$ cat src/rtl/riscv_pkg.sv
// Shared encodings for the writeback stage: writeback source select, load funct3, FSM states.
// Latency: none (definitions only).
// Backpressure: none (definitions only).
package riscv_pkg;

  // Writeback source select as decoded by the instruction decoder
  typedef enum logic [1:0] {
    WB_LOAD = 2'd0,
    WB_ALU  = 2'd1,
    WB_PC4  = 2'd2,
    WB_NONE = 2'd3
  } wbsel_e;

  // Load width / extension selects (RV32I funct3 for loads)
  localparam logic [2:0] F3_LB  = 3'b000;
  localparam logic [2:0] F3_LH  = 3'b001;
  localparam logic [2:0] F3_LW  = 3'b010;
  localparam logic [2:0] F3_LBU = 3'b100;
  localparam logic [2:0] F3_LHU = 3'b101;

  // Writeback FSM states
  typedef enum logic [1:0] {
    ST_IDLE     = 2'd0,
    ST_WAIT_MEM = 2'd1,
    ST_WRITE    = 2'd2
  } wb_state_e;

  // Cycles a load may wait for read data before it is abandoned
  localparam int MEM_TIMEOUT_DEF = 16;

endpackage

$ cat src/rtl/riscv_load_align.sv
// Aligns a data-memory read word to the addressed byte/halfword and sign/zero-extends it.
// Latency: purely combinational.
// Backpressure: none.
module riscv_load_align
  import riscv_pkg::*;
#(
  parameter int DATA_WIDTH = 32
) (
  input  logic [DATA_WIDTH-1:0] rdata,
  input  logic [1:0]            addr,
  input  logic [2:0]            funct3,
  output logic [DATA_WIDTH-1:0] data
);

  logic [DATA_WIDTH-1:0] byte_sh;
  logic [DATA_WIDTH-1:0] half_sh;

  // Byte lane selected by both address bits, halfword lane by addr[1] only
  assign byte_sh = rdata >> {addr, 3'b000};
  assign half_sh = rdata >> {addr[1], 4'b0000};

  // Pick extension by load type; anything unlisted behaves as a full word load
  always_comb begin
    data = rdata;
    case (funct3)
      F3_LB:   data = {{(DATA_WIDTH-8){byte_sh[7]}}, byte_sh[7:0]};
      F3_LH:   data = {{(DATA_WIDTH-16){half_sh[15]}}, half_sh[15:0]};
      F3_LBU:  data = {{(DATA_WIDTH-8){1'b0}}, byte_sh[7:0]};
      F3_LHU:  data = {{(DATA_WIDTH-16){1'b0}}, half_sh[15:0]};
      default: data = rdata;
    endcase
  end

endmodule

$ cat src/rtl/riscv_wb_unit.sv
// Writeback unit: takes one instruction, optionally waits for load data, writes the register file.
// Latency: non-load start N -> rf_wen N+1; load dmem_rvalid M -> rf_wen M+1.
// Backpressure: busy while holding an instruction; starts arriving while busy are dropped.
module riscv_wb_unit
  import riscv_pkg::*;
#(
  parameter int DATA_WIDTH  = 32,
  parameter int PC_WIDTH    = 15,
  parameter int MEM_TIMEOUT = MEM_TIMEOUT_DEF
) (
  input  logic                  clk,
  input  logic                  rst,
  input  logic                  start,
  input  logic [1:0]            wbsel,
  input  logic                  regwen,
  input  logic [4:0]            rd,
  input  logic [2:0]            funct3,
  input  logic [PC_WIDTH-1:0]   pc,
  input  logic [DATA_WIDTH-1:0] alu_out,
  input  logic [DATA_WIDTH-1:0] dmem_rdata,
  input  logic                  dmem_rvalid,
  output logic                  rf_wen,
  output logic [4:0]            rf_waddr,
  output logic [DATA_WIDTH-1:0] rf_wdata,
  output logic                  busy,
  output logic                  mem_err
);

  localparam int CNT_W = $clog2(MEM_TIMEOUT + 1);

  wb_state_e             state;
  wb_state_e             state_nxt;
  logic [CNT_W-1:0]      wait_cnt;

  // Instruction fields held across the load wait
  logic [1:0]            wbsel_q;
  logic                  regwen_q;
  logic [4:0]            rd_q;
  logic [2:0]            funct3_q;
  logic [1:0]            addr_q;

  logic                  accept;
  logic                  load_done;
  logic                  timeout;
  logic [PC_WIDTH:0]     pc4;
  logic [DATA_WIDTH-1:0] load_data;

  // Staged values for the registered write port, loaded on the edge entering WRITE
  logic                  wr_en_nxt;
  logic [4:0]            wr_addr_nxt;
  logic [DATA_WIDTH-1:0] wr_data_nxt;

  assign accept    = (state == ST_IDLE) && start;
  assign load_done = (state == ST_WAIT_MEM) && dmem_rvalid;
  assign timeout   = (state == ST_WAIT_MEM) && !dmem_rvalid &&
                     (wait_cnt == CNT_W'(MEM_TIMEOUT - 1));
  // One extra bit so PC+4 never wraps before zero-extension
  assign pc4       = {1'b0, pc} + (PC_WIDTH + 1)'(4);

  riscv_load_align #(.DATA_WIDTH(DATA_WIDTH)) u_load_align (
    .rdata  (dmem_rdata),
    .addr   (addr_q),
    .funct3 (funct3_q),
    .data   (load_data)
  );

  // State register
  always_ff @(posedge clk) begin
    if (rst) state <= ST_IDLE;
    else     state <= state_nxt;
  end

  // Next-state decode
  always_comb begin
    state_nxt = state;
    case (state)
      ST_IDLE: begin
        if (start) state_nxt = (wbsel == WB_LOAD) ? ST_WAIT_MEM : ST_WRITE;
      end
      ST_WAIT_MEM: begin
        if (dmem_rvalid)  state_nxt = ST_WRITE;
        else if (timeout) state_nxt = ST_IDLE;
      end
      ST_WRITE: state_nxt = ST_IDLE;
      default:  state_nxt = ST_IDLE;
    endcase
  end

  // Outputs decoded from state
  always_comb begin
    busy = (state != ST_IDLE);
  end

  // Build the write that will be presented during the coming WRITE cycle
  always_comb begin
    wr_en_nxt   = 1'b0;
    wr_addr_nxt = rf_waddr;
    wr_data_nxt = rf_wdata;
    if (accept && (wbsel != WB_LOAD)) begin
      wr_en_nxt   = regwen && (rd != 5'd0) && (wbsel != WB_NONE);
      wr_addr_nxt = rd;
      case (wbsel)
        WB_PC4:  wr_data_nxt = DATA_WIDTH'(pc4);
        default: wr_data_nxt = alu_out;
      endcase
    end else if (load_done) begin
      wr_en_nxt   = regwen_q && (rd_q != 5'd0) && (wbsel_q != WB_NONE);
      wr_addr_nxt = rd_q;
      wr_data_nxt = load_data;
    end
  end

  // Registered write port; reset wins over any pending write
  always_ff @(posedge clk) begin
    if (rst) begin
      rf_wen   <= 1'b0;
      rf_waddr <= 5'd0;
      rf_wdata <= '0;
    end else begin
      rf_wen   <= wr_en_nxt;
      rf_waddr <= wr_addr_nxt;
      rf_wdata <= wr_data_nxt;
    end
  end

  // Capture instruction fields only when a start is accepted in IDLE
  always_ff @(posedge clk) begin
    if (rst) begin
      wbsel_q  <= 2'd0;
      regwen_q <= 1'b0;
      rd_q     <= 5'd0;
      funct3_q <= 3'd0;
      addr_q   <= 2'd0;
    end else if (accept) begin
      wbsel_q  <= wbsel;
      regwen_q <= regwen;
      rd_q     <= rd;
      funct3_q <= funct3;
      addr_q   <= alu_out[1:0];
    end
  end

  // Load wait counter: zero on entry to WAIT_MEM, counts each cycle spent there
  always_ff @(posedge clk) begin
    if (rst || (state != ST_WAIT_MEM)) wait_cnt <= '0;
    else                               wait_cnt <= wait_cnt + CNT_W'(1);
  end

  // Sticky load-timeout flag, cleared by the next accepted instruction
  always_ff @(posedge clk) begin
    if (rst)          mem_err <= 1'b0;
    else if (accept)  mem_err <= 1'b0;
    else if (timeout) mem_err <= 1'b1;
  end

endmodule
$ cat config.mk
export PLATFORM = sky130hd
export DESIGN_NAME = riscv_wb_unit
export DESIGN_NICKNAME = d
export VERILOG_FILES = /design/src/rtl/riscv_pkg.sv /design/src/rtl/riscv_load_align.sv /design/src/rtl/riscv_wb_unit.sv
export SDC_FILE = /design/constraint.sdc
export NUM_CORES = 1
export LEC_CHECK = 0
export CORE_ASPECT_RATIO = 1.25
export CORE_MARGIN = 2
export CORE_UTILIZATION = 45
export CTS_BUF_LIST = sky130_fd_sc_hd__clkbuf_4 sky130_fd_sc_hd__clkbuf_8
export DETAILED_ROUTE_END_ITERATION = 7
export GPL_ROUTABILITY_DRIVEN = 0
export PLACE_DENSITY = 0.84
export SLEW_MARGIN = 20
export SYNTH_ARGS = -nofsm -noshare
export SYNTH_HDL_FRONTEND = slang
export SYNTH_SLANG_ARGS = --single-unit
$ cat constraint.sdc
create_clock -name clk -period 2 [get_ports clk]
set_input_delay 0.2 -clock clk [delete_from_list [all_inputs] [get_ports clk]]
set_output_delay 0.2 -clock clk [all_outputs]
set_load 0.1 [all_outputs]
; ---- Yosys cells after proc, flatten, opt, wreduce, memory -nomap -nowiden
; Cells that the tools add are included.
[op_classes]
n_addsub = 2
eq_ne = 11
shift = 2
muxes = 13
n_reduce_logical = 21
[ops]
columns = cell, n
row1 = 32-bit one-hot mux with 4 select lines, 1
row2 = 32-bit 2-to-1 mux, 3
row3 = 32-bit by 5-bit >> shifter with 16-bit output, 1
row4 = 32-bit by 5-bit >> shifter with 8-bit output, 1
row5 = 15-bit by 3-bit adder with 16-bit output (second input constant), 1
row6 = 5-bit 2-to-1 mux, 2
row7 = 5-bit nonzero test, 2
row8 = 1-bit logical AND, 9
row9 = 2-bit 2-to-1 mux, 4
row10 = 3-bit == test (second input constant), 2
row11 = 2-bit inequality test (second input constant), 3
row12 = 2-bit nonzero test, 3
row13 = 5-bit by 1-bit adder with 5-bit output (second input constant), 1
row14 = 5-bit by 4-bit == test with 1-bit output (second input constant), 1
row15 = 2-bit logical NOT, 2
row16 = 2-bit one-hot mux with 2 select lines, 1
row17 = 3-bit by 1-bit == test with 1-bit output (second input constant), 1
row18 = 3-bit logical NOT, 1
row19 = 3-bit inequality test (second input constant), 1
row20 = 2-bit by 1-bit == test with 1-bit output (second input constant), 1
row21 = 2-bit == test (second input constant), 1
row22 = 1-bit 2-to-1 mux, 2
row23 = 2-bit by 1-bit inequality test with 1-bit output (second input constant), 1
row24 = 2-bit AND reduction, 1
row25 = 3 further kinds, 3
[word_totals]
register_bits = 59
in_bits = 94
out_inout_bits = 40

; ---- Logic depth before layout (Yosys ltp)
[logic_depth]
depth_word = 6
depth_mapped = 8

; ---- Modules after synthesis
; Synthesis repeated with hierarchy kept, for this count alone.
[hier_totals]
cells_unflattened = 465
hier_area_um2 = 3902.5
[modules_own_cells]
columns = module, n_inst, cells_per_inst, area_per_inst_um2
row1 = riscv_wb_unit, 1, 347, 3103.0
row2 = riscv_load_align, 1, 118, 799.5

; ---- Least setup slack after synthesis
; OpenSTA, ideal clock, no wires.
[synth_path]
path_kind = reg2reg
startpoint = register state[0]
endpoint = register rf_wdata[7]
setup_ns = 0.066
t_arrival_ns = 1.558
required_time_ns = 1.934
setup_slack_ns = 0.376
stages_incl_launch_ff = 8
cell_sequence = dfxtp_1 -> or3b_1 -> buf_6 -> nor2_4 -> buf_6 -> nor3_1 -> a311o_1 -> a21oi_2
[synth_between]
elab_chain_len = 4
word_cells_on_any_way = 7
cone_classes = eq/ne (1) / mux (1) / reduce/logical (5)
[synth_lines]
columns = item, line_no
row1 = start: declaration, riscv_wb_unit.sv:31  ; wb_state_e state;
row2 = start signal: assignment, riscv_wb_unit.sv:70  ; else state <= state_nxt;
row3 = 2-bit logical NOT, riscv_wb_unit.sv:53  ; assign accept = (state == ST_IDLE) && start;
row4 = 1-bit logical AND, riscv_wb_unit.sv:53
row5 = 1-bit logical AND, riscv_wb_unit.sv:99  ; if (accept && (wbsel != WB_LOAD)) begin
row6 = 32-bit 2-to-1 mux / 2-bit nonzero test (equally long branches), -
row7 = end signal: assignment, riscv_wb_unit.sv:122  ; rf_wdata <= wr_data_nxt;
row8 = end: declaration, riscv_wb_unit.sv:24  ; output logic [DATA_WIDTH-1:0] rf_wdata,
; Parallel ways exist; a longest one is shown, timed or not.
; A chain may end at the register's enable or synchronous reset.

; ---- Final worst setup path
[layout_path]
startpoint = input wbsel[1]
endpoint = register rf_waddr[0]
[layout_between]
elab_chain_len = 3
word_cells_on_any_way = 4
cone_classes = mux (1) / reduce/logical (3)
[layout_lines]
columns = item, line_no
row1 = start: declaration, riscv_wb_unit.sv:14  ; input logic [1:0] wbsel,
row2 = 2-bit nonzero test (*), riscv_wb_unit.sv:99
row3 = 1-bit logical AND (*), riscv_wb_unit.sv:99
row4 = 5-bit 2-to-1 mux / 2-bit nonzero test (equally long branches), -
row5 = end signal: assignment, riscv_wb_unit.sv:121  ; rf_waddr <= wr_addr_nxt;
row6 = end: declaration, riscv_wb_unit.sv:23  ; output logic [4:0] rf_waddr,
; Every way passes the cells marked *; elsewhere a longest branch is shown, timed or not.

==> results.md <==
Clock tree:
- CTS placed an instance of clkbuf_8 at the clock tree root.
- After clock tree synthesis, the clock-pin slew on the worst setup and hold paths is around 70 ps.
- In this run the number of H-tree levels came out at 3.
- Post-CTS repair changed the size of 0 cells.
- The maximum root-to-sink buffer count is 2.
- CTS saw roughly 60 sinks.
- Counting the buffers created by CTS gives 9.
- The TritonCTS clock tree is done.
- For this design, the CTS-stage hold fixing added 0 buffers.
- Buffers added to address setup during post-CTS repair amount to 0.
- At the later pin of the worst-skew pair, clock insertion delay measures 350 ps.

Pwr:
- The total power after layout is slightly below 4 mW.
- VDD sags by at most ~580 uV.
- For this design the ratio of total power to cell area is a little under 800 nW/um^2.
- For this design the static power due to leakage is between 2 and 2.5 nW.

Timing:
- The number of hold violations in the final report is 0.
- Setup violations remaining at the end of the flow were counted as 0.
- The slew at the pin closest to its max-slew limit is approximately 430 ps.
- The number of max-slew violations in the final report is 0.
- Static timing analysis puts the maximum clock frequency at roughly 570 MHz.
- On the final layout, the worst clock skew is around 9.3 ps.
- In this run the tightest slew margin relative to its limit is between 70% and 80%.
- Subtracting the final worst setup slack from the clock period gives roughly 1700 ps.
- Of the available clock period, the critical path in the final layout requires about 87%.
- Setup repair after global routing left no endpoint under its margin.

GRT:
- The number of antenna violations at the first check in global routing was 0.
- The wire length of the first global-routing pass is around 18 mm.
- The maximum number of pins on one net before global-route repair is 30.
- The total overflow left after global routing is 0.
- The via count of the first global-routing pass is approximately 3,900.
- In the global route stage, overall resource usage came out at 28.5%.

Floorplanning:
- The initial utilization of the core area, before any placement, comes to between 40% and 50%.
- The top-level port count is around 130.
- Measured along the x axis, the die boundary spans around 82 um.
- The core box area is roughly 7400 sq um.
- The number of rows in the core area is 35.
- The floorplan step defined a die boundary enclosing around 8400 sq um.
- The height of the chip is between 100 and 150 um.

Yosys:
- The number of enable flip-flop cells after synthesis is 0.
- The combined area of all synthesized cells is between 3000 and 4000 sq um.
- Sequential elements use roughly 34% of the synthesized area.
- Counting flops with an async set or reset pin after synthesis yields a share of 0%.
- After synthesis, the mean cell area works out to around 7.6 sq um.
- The most used flip-flop cell after synthesis is dfxtp_1.
- The synthesis warning total is 0.
- The post-synth net total is roughly 550.
- After synthesis, the netlist uses 54 different library cells.
- Synthesis produced ~460 cells.
- After synthesis the netlist holds a flip-flop and latch count of 59.
- The area share of the largest cell type after synthesis is between 30% and 40%.
- The biggest area contributor in the post-synthesis netlist is dfxtp_1.
- After synthesis, the cell types taking the most area are dfxtp_1, nand2_1, a21oi_1.

Run status:
- The flow ran to the end, and the final reports show no timing, DRC or antenna violations.

Drt:
- The first-pass detailed-route iteration total is 6.
- The detailed router finished its first iteration with ~300 violations.
- The number of vias per cell is between 5 and 6.
- Summing over every cut layer, the via total after detailed routing is between 4,000 and 5,000.
- In the routed design, unresolved DRC markers number 0.
- Wires add up to around 12 mm.
- The per-cell routed wire length is 17.4 um.
- Once detail routing completed, the nets flagged for antenna violations numbered 0.

Worst setup path:
- The worst setup path is launched from an input pin.
- On the worst path, the slowest cell contributes a delay of 620 ps.
- Data on the critical path is required at its endpoint by 2230 ps.
- The cell that appears most often on the critical path is o21ai_0.
- The critical path goes through clkdlybuf4s50_1 -> o21ai_0 -> o21ai_0 -> nand2b_1 -> buf_4 -> a222oi_1 -> nor2_1.
- The total buffers and inverters traversed by the critical path is 2.
- Data on the critical path arrives at its endpoint at roughly 2000 ps.
- The path type of the worst setup path is input pin to flip-flop.
- The maximum fanout count along the critical path is 7.
- The standard cell with the maximum stage delay on the critical path is clkdlybuf4s50_1.
- The kind of cell with the highest combined delay along the critical path is buffers and inverters.
- STA classifies the critical path endpoint as a flip-flop.

Min path:
- The tightest min-delay check is of the input pin to flip-flop type.

Finish:
- The signed area change from the synthesized netlist to the final layout is 46.0%.
- The final-stage net count is 686.
- The fraction of final layout cells sized beyond drive strength 1 is 16.8%.
- The repair_antennas step left the layout with diodes totalling 0.
- The final cell count without fillers is ~690.
- The filler cell count in the final layout is between 500 and 600.
- The summed area of non-filler cells in the final layout is approximately 5000 sq um.

Place:
- The half-perimeter wire length after detailed placement is slightly above 9 mm.
- The number of buffer cells added on primary ports is 133.
- The number of placed instances, taps included, is 670.
- The placed cell area is 4850 sq um.

Flow run:
- The tool flagged a number of max-cap violations equal to 0.
## state kept, by name (all words and copies together) (netlist names)
register,flops
addr_q,2
funct3_q,3
mem_err,1
rd_q,5
regwen_q,1
rf_waddr,5
rf_wdata,32
rf_wen,1
state,2
wait_cnt,5
wbsel_q,2
## area by class of cell
class / instances / area, sq um / share of cell area, %
Clock buffer: 11 / 145 / 2.88
Clock inverter: 5 / 52.6 / 1.04
Inverter: 7 / 26.3 / 0.521
Multi-Input combinational cell: 353 / 2060 / 40.9
Sequential cell: 59 / 1180 / 23.4
Tap cell: 92 / 115 / 2.28
Timing Repair Buffer: 159 / 1460 / 28.9
## final timing paths
path	startpoint	to	slack, ps	cells past startpoint
setup / recovery	wbsel[1]	rf_waddr[0]$_SDFFE_PP0P_	250	7
hold / removal	rst	state[1]$_SDFFE_PP0P_	240	2
setup reg to reg	state[0]$_SDFFE_PP0P_	rf_wdata[28]$_SDFFE_PP0P_	270	5
hold reg to reg	wait_cnt[0]$_SDFF_PP0_	wait_cnt[0]$_SDFF_PP0_	450	1
## through the flow
step                setup WS [ps]  utilization [%]  setup TNS, ps  hold WS [ps]
global route                 51.6             68.1              0           271
floorplan                     376                -              0           336
finish                        252             68.1              0           239
detailed placement          -95.8             65.5           -533           443
global placement             14.5             65.5              0           432
CTS                           272             68.1              0           240
## kinds of logic (layout without fill, tap and decap cells)
| logic type | after synthesis | in the layout | synth area share, % |
|---|---|---|---|
| buf+inv | 43 | 182 | 6.05 |
| simple gates | 178 | 178 | 23.6 |
| compound gates | 152 | 152 | 29.4 |
| xor+xnor | 11 | 11 | 2.79 |
| mux | 9 | 9 | 2.82 |
| fa+ha+maj | 3 | 3 | 1.09 |
| flops | 59 | 59 | 34.2 |
## worst reg2reg max path: cells and delay by family, from the launching register on
kind                   cells  cell delay, ps
AND/OR/NAND/NOR            2             750
flip-flops                 1             350
buffers and inverters      1             180
AO/OA/AOI/OAI              2             360
## synthesized netlist by cell type, types with 3 or more instances
library cell and count:
nand2_1 68, dfxtp_1 59, nor2_1 58, a21oi_1 47, o21ai_0 21, a21o_1 19
a211oi_1 18, clkbuf_1 18, buf_2 11, nor3_1 8, nor3b_1 8, inv_1 7
nand3_1 7, o211ai_1 7, a31oi_1 6, mux2_2 6, xor2_1 6, a222oi_1 5
nand4_1 5, xnor2_1 5, a221oi_1 4, nand2b_1 4, o221ai_1 4, a2111oi_0 3
a311oi_1 3, and3_1 3, buf_4 3, buf_6 3, ha_1 3, mux2i_1 3
o22ai_1 3, or2_2 3
## power breakdown
group          internal [mW]  leakage [nW]  switching [mW]
sequential              1.27         0.485          0.0589
clock                  0.616         0.103           0.487
combinational          0.507          1.42           0.986
total                   2.39          2.01            1.53
## cell usage in the layout (no fill, tap or decap), drive strengths merged, types with 7 or more instances in the layout
| cell | instances |
|---|---|
| buf | 67 |
| o21ai | 22 |
| nor2 | 61 |
| nor3 | 8 |
| nand2 | 68 |
| a21o | 19 |
| clkbuf | 11 |
| a21oi | 48 |
| a211oi | 18 |
| nor3b | 9 |
| o211ai | 8 |
| inv | 7 |
| nand3 | 7 |
| dfxtp | 59 |
| clkdlybuf4s50 | 92 |
## routing by layer
metal / GRT usage (%) / vias up / share of wire (%)
li1: - / 1902 / -
met1: 33.7 / 1888 / 38
met2: 48.0 / 209 / 48
met3: 6.01 / 50 / 9.7
met4: 14.7 / 0 / 4.4
met5: 0 / - / 0
Note: power is estimated with default switching activity, not from simulation.
==> variant (same settings) <==
Make the reset (`rst`) asynchronous in 4 clocked blocks.
--- a/src/rtl/riscv_wb_unit.sv
+++ b/src/rtl/riscv_wb_unit.sv
@@ -67,3 +67,3 @@
   // State register
-  always_ff @(posedge clk) begin
+  always_ff @(posedge clk or posedge rst) begin
     if (rst) state <= ST_IDLE;
@@ -113,3 +113,3 @@
   // Registered write port; reset wins over any pending write
-  always_ff @(posedge clk) begin
+  always_ff @(posedge clk or posedge rst) begin
     if (rst) begin
@@ -126,3 +126,3 @@
   // Capture instruction fields only when a start is accepted in IDLE
-  always_ff @(posedge clk) begin
+  always_ff @(posedge clk or posedge rst) begin
     if (rst) begin
@@ -149,3 +149,3 @@
   // Sticky load-timeout flag, cleared by the next accepted instruction
-  always_ff @(posedge clk) begin
+  always_ff @(posedge clk or posedge rst) begin
     if (rst)          mem_err <= 1'b0;
Check against the original RTL: differs if rst is asserted again (counterexample within 4 cycles, from zero or initial values and one cycle with rst high); with rst held inactive, the same outputs for 10 cycles.
==> variant against the original RTL <==
Routed wire length grew 3.8%; clock skew grew 0.0031 ns; setup slack lost 0.16 ns; fmax shrank 8.6%; sequential cell count is the same; non-clock buffer count grew 9; critical endpoint is now rf_wdata[14]; critical path type is now reg2reg; area after synthesis grew 6.8%; synthesized cell count shrank 0.22%; count of clock-buffer cells in the layout shrank 2; utilization grew 0.31 points; cell area grew 7.0%.
Power is not compared: it rests on default switching activity, and its combinational part moved more than twofold at a synthesized area within 25%.
==> variant: results (changes against the original RTL) <==
crit-path max FO=6 (-1); critical path arrival=2.13 ns (+0.15 ns); Crit Path Category=reg2reg; Clk Latency, worst-skew pair=0.36 ns; Routed WL=12400 um (+3.8%); status=finished clean; final non-filler cell total=698 (+1.7%); CTS buffer count=9 (unchanged); Place WS=-0.0174 ns (+0.0784 ns); Cell variety after synth=59 (+9.3%); Hold WS=0.227 ns (-0.0115 ns); FF-to-FF Start=addr_q[0]; setup slack, reg-to-reg=0.09 ns (-0.18 ns); CTS Root Cell=clkbuf_8; DP Cell Count=682 (+1.8%); H-Tree Depth=3 (unchanged); Critical R2R Capture=rf_wdata[14]; vias in the first global route=3965 (+2.3%); placed inst area=5190 sq um (+7.1%); post-synth net total=551 (-0.18%); Ant. Diodes=0 (unchanged); # setup viols final=0 (unchanged); Yosys top cell area share=0.366 (+0.0242); post-layout min period=1.91 ns (+0.164 ns); top post-synthesis cells by area=dfrtp_1, nand2_1, a21oi_1; post-synthesis average cell area=8.13 sq um (+7.1%); Iter 0 DRT Violations=336 (+13%); proportion of layout cells with a drive suffix above 1=0.172 (+0.00412); Synth top cells by count=nand2_1, dfrtp_1, nor2_1; clk buf depth=2 (unchanged); GRT Overall Usage=0.272 (-0.0131); met1 usage=0.338 (+0.00159); Tightest Hold Check Type=in2async; Lkg Pwr=2.27 nW; slew at the pin closest to its max-slew limit=0.528 ns (+0.0997 ns); area of the multi-input gates=2030 sq um (-1.8%); max reg flops=32 (unchanged); met2 Usage GRT=0.464 (-0.0164); clk_skew=0.0124 ns (+0.00307 ns); met3 GRT Util=0.0439 (-0.0162); synth warn=0 (unchanged); DP HPWL=9380 um (+3.4%); DRT Pass-1 Iters=5 (-1); hold buffers post-CTS=0 (unchanged); post-CTS setup buffer count=0 (unchanged); register name with the most flops=rf_wdata; switching power=3.64 mW; clk slew on worst S/H paths=0.08 ns; register area share after synthesis=0.393 (+0.0513); number of port buffers=133 (unchanged); FFs w/ async S/R, synth=0.915 (+0.915); pin count of the biggest net entering global routing=39 (+30%); fillers=643 (+7.3%); vias per cell=5.90 (-0.12%); first-pass GRT wire length=19300 um (+5.0%)
-- variant: changes by cell type after synthesis, sizes merged, moves of 11 or more --
| cell | unedited run | this run |
|---|---|---|
| a211oi | 18 | 2 |
| a21o | 19 | 2 |
| a21oi | 48 | 35 |
| a32oi | 0 | 11 |
| dfrtp | 0 | 54 |
| dfxtp | 59 | 5 |
| nand2 | 68 | 123 |
| nor2 | 61 | 40 |
| o22a | 0 | 17 |
-- variant: critical path, stage by stage (launching register included) --
cell      delay (ns)
dfrtp_2         0.43
mux2_2          0.37
a221oi_2        0.36
nor3_1          0.17
a222oi_1        0.33
o31ai_1         0.12
-- variant: cells by family after synthesis --
family	count (synthesis)	synth area share
compound gates	123	0.236
mux	5	0.0176
simple gates	210	0.254
xor+xnor	13	0.0308
buf+inv	41	0.0576
flops	59	0.393
fa+ha+maj	3	0.0102
-- variant: timing repair --
action                                  CTS  global route
gates resized for setup                   0             1
endpoints found under the setup margin    0             1
endpoints found under the hold margin     0             0
-- variant: final cells by class --
type	count	area share
Tap cell	95	0.0220
Clock inverter	7	0.0148
Clock buffer	9	0.0230
Sequential cell	59	0.269
Inverter	6	0.00464
Timing Repair Buffer	168	0.291
Multi-Input combinational cell	354	0.376
-- variant: per-layer routing --
metal	wire, um	up-vias
met5	0	-
met4	483	0
met3	928	40
met2	6120	258
met1	4870	1908
li1	-	1909
-- variant: power groups by stage --
stage	clock network [mW]	registers [mW]	logic (mW)
final	1.17	1.76	3.86
after global routing	1.24	1.79	4.01
after CTS	1.18	1.75	3.86
after detailed placement	0	1.76	3.84
after global placement	0	1.76	3.80
after floorplan	0	3.59	1.00
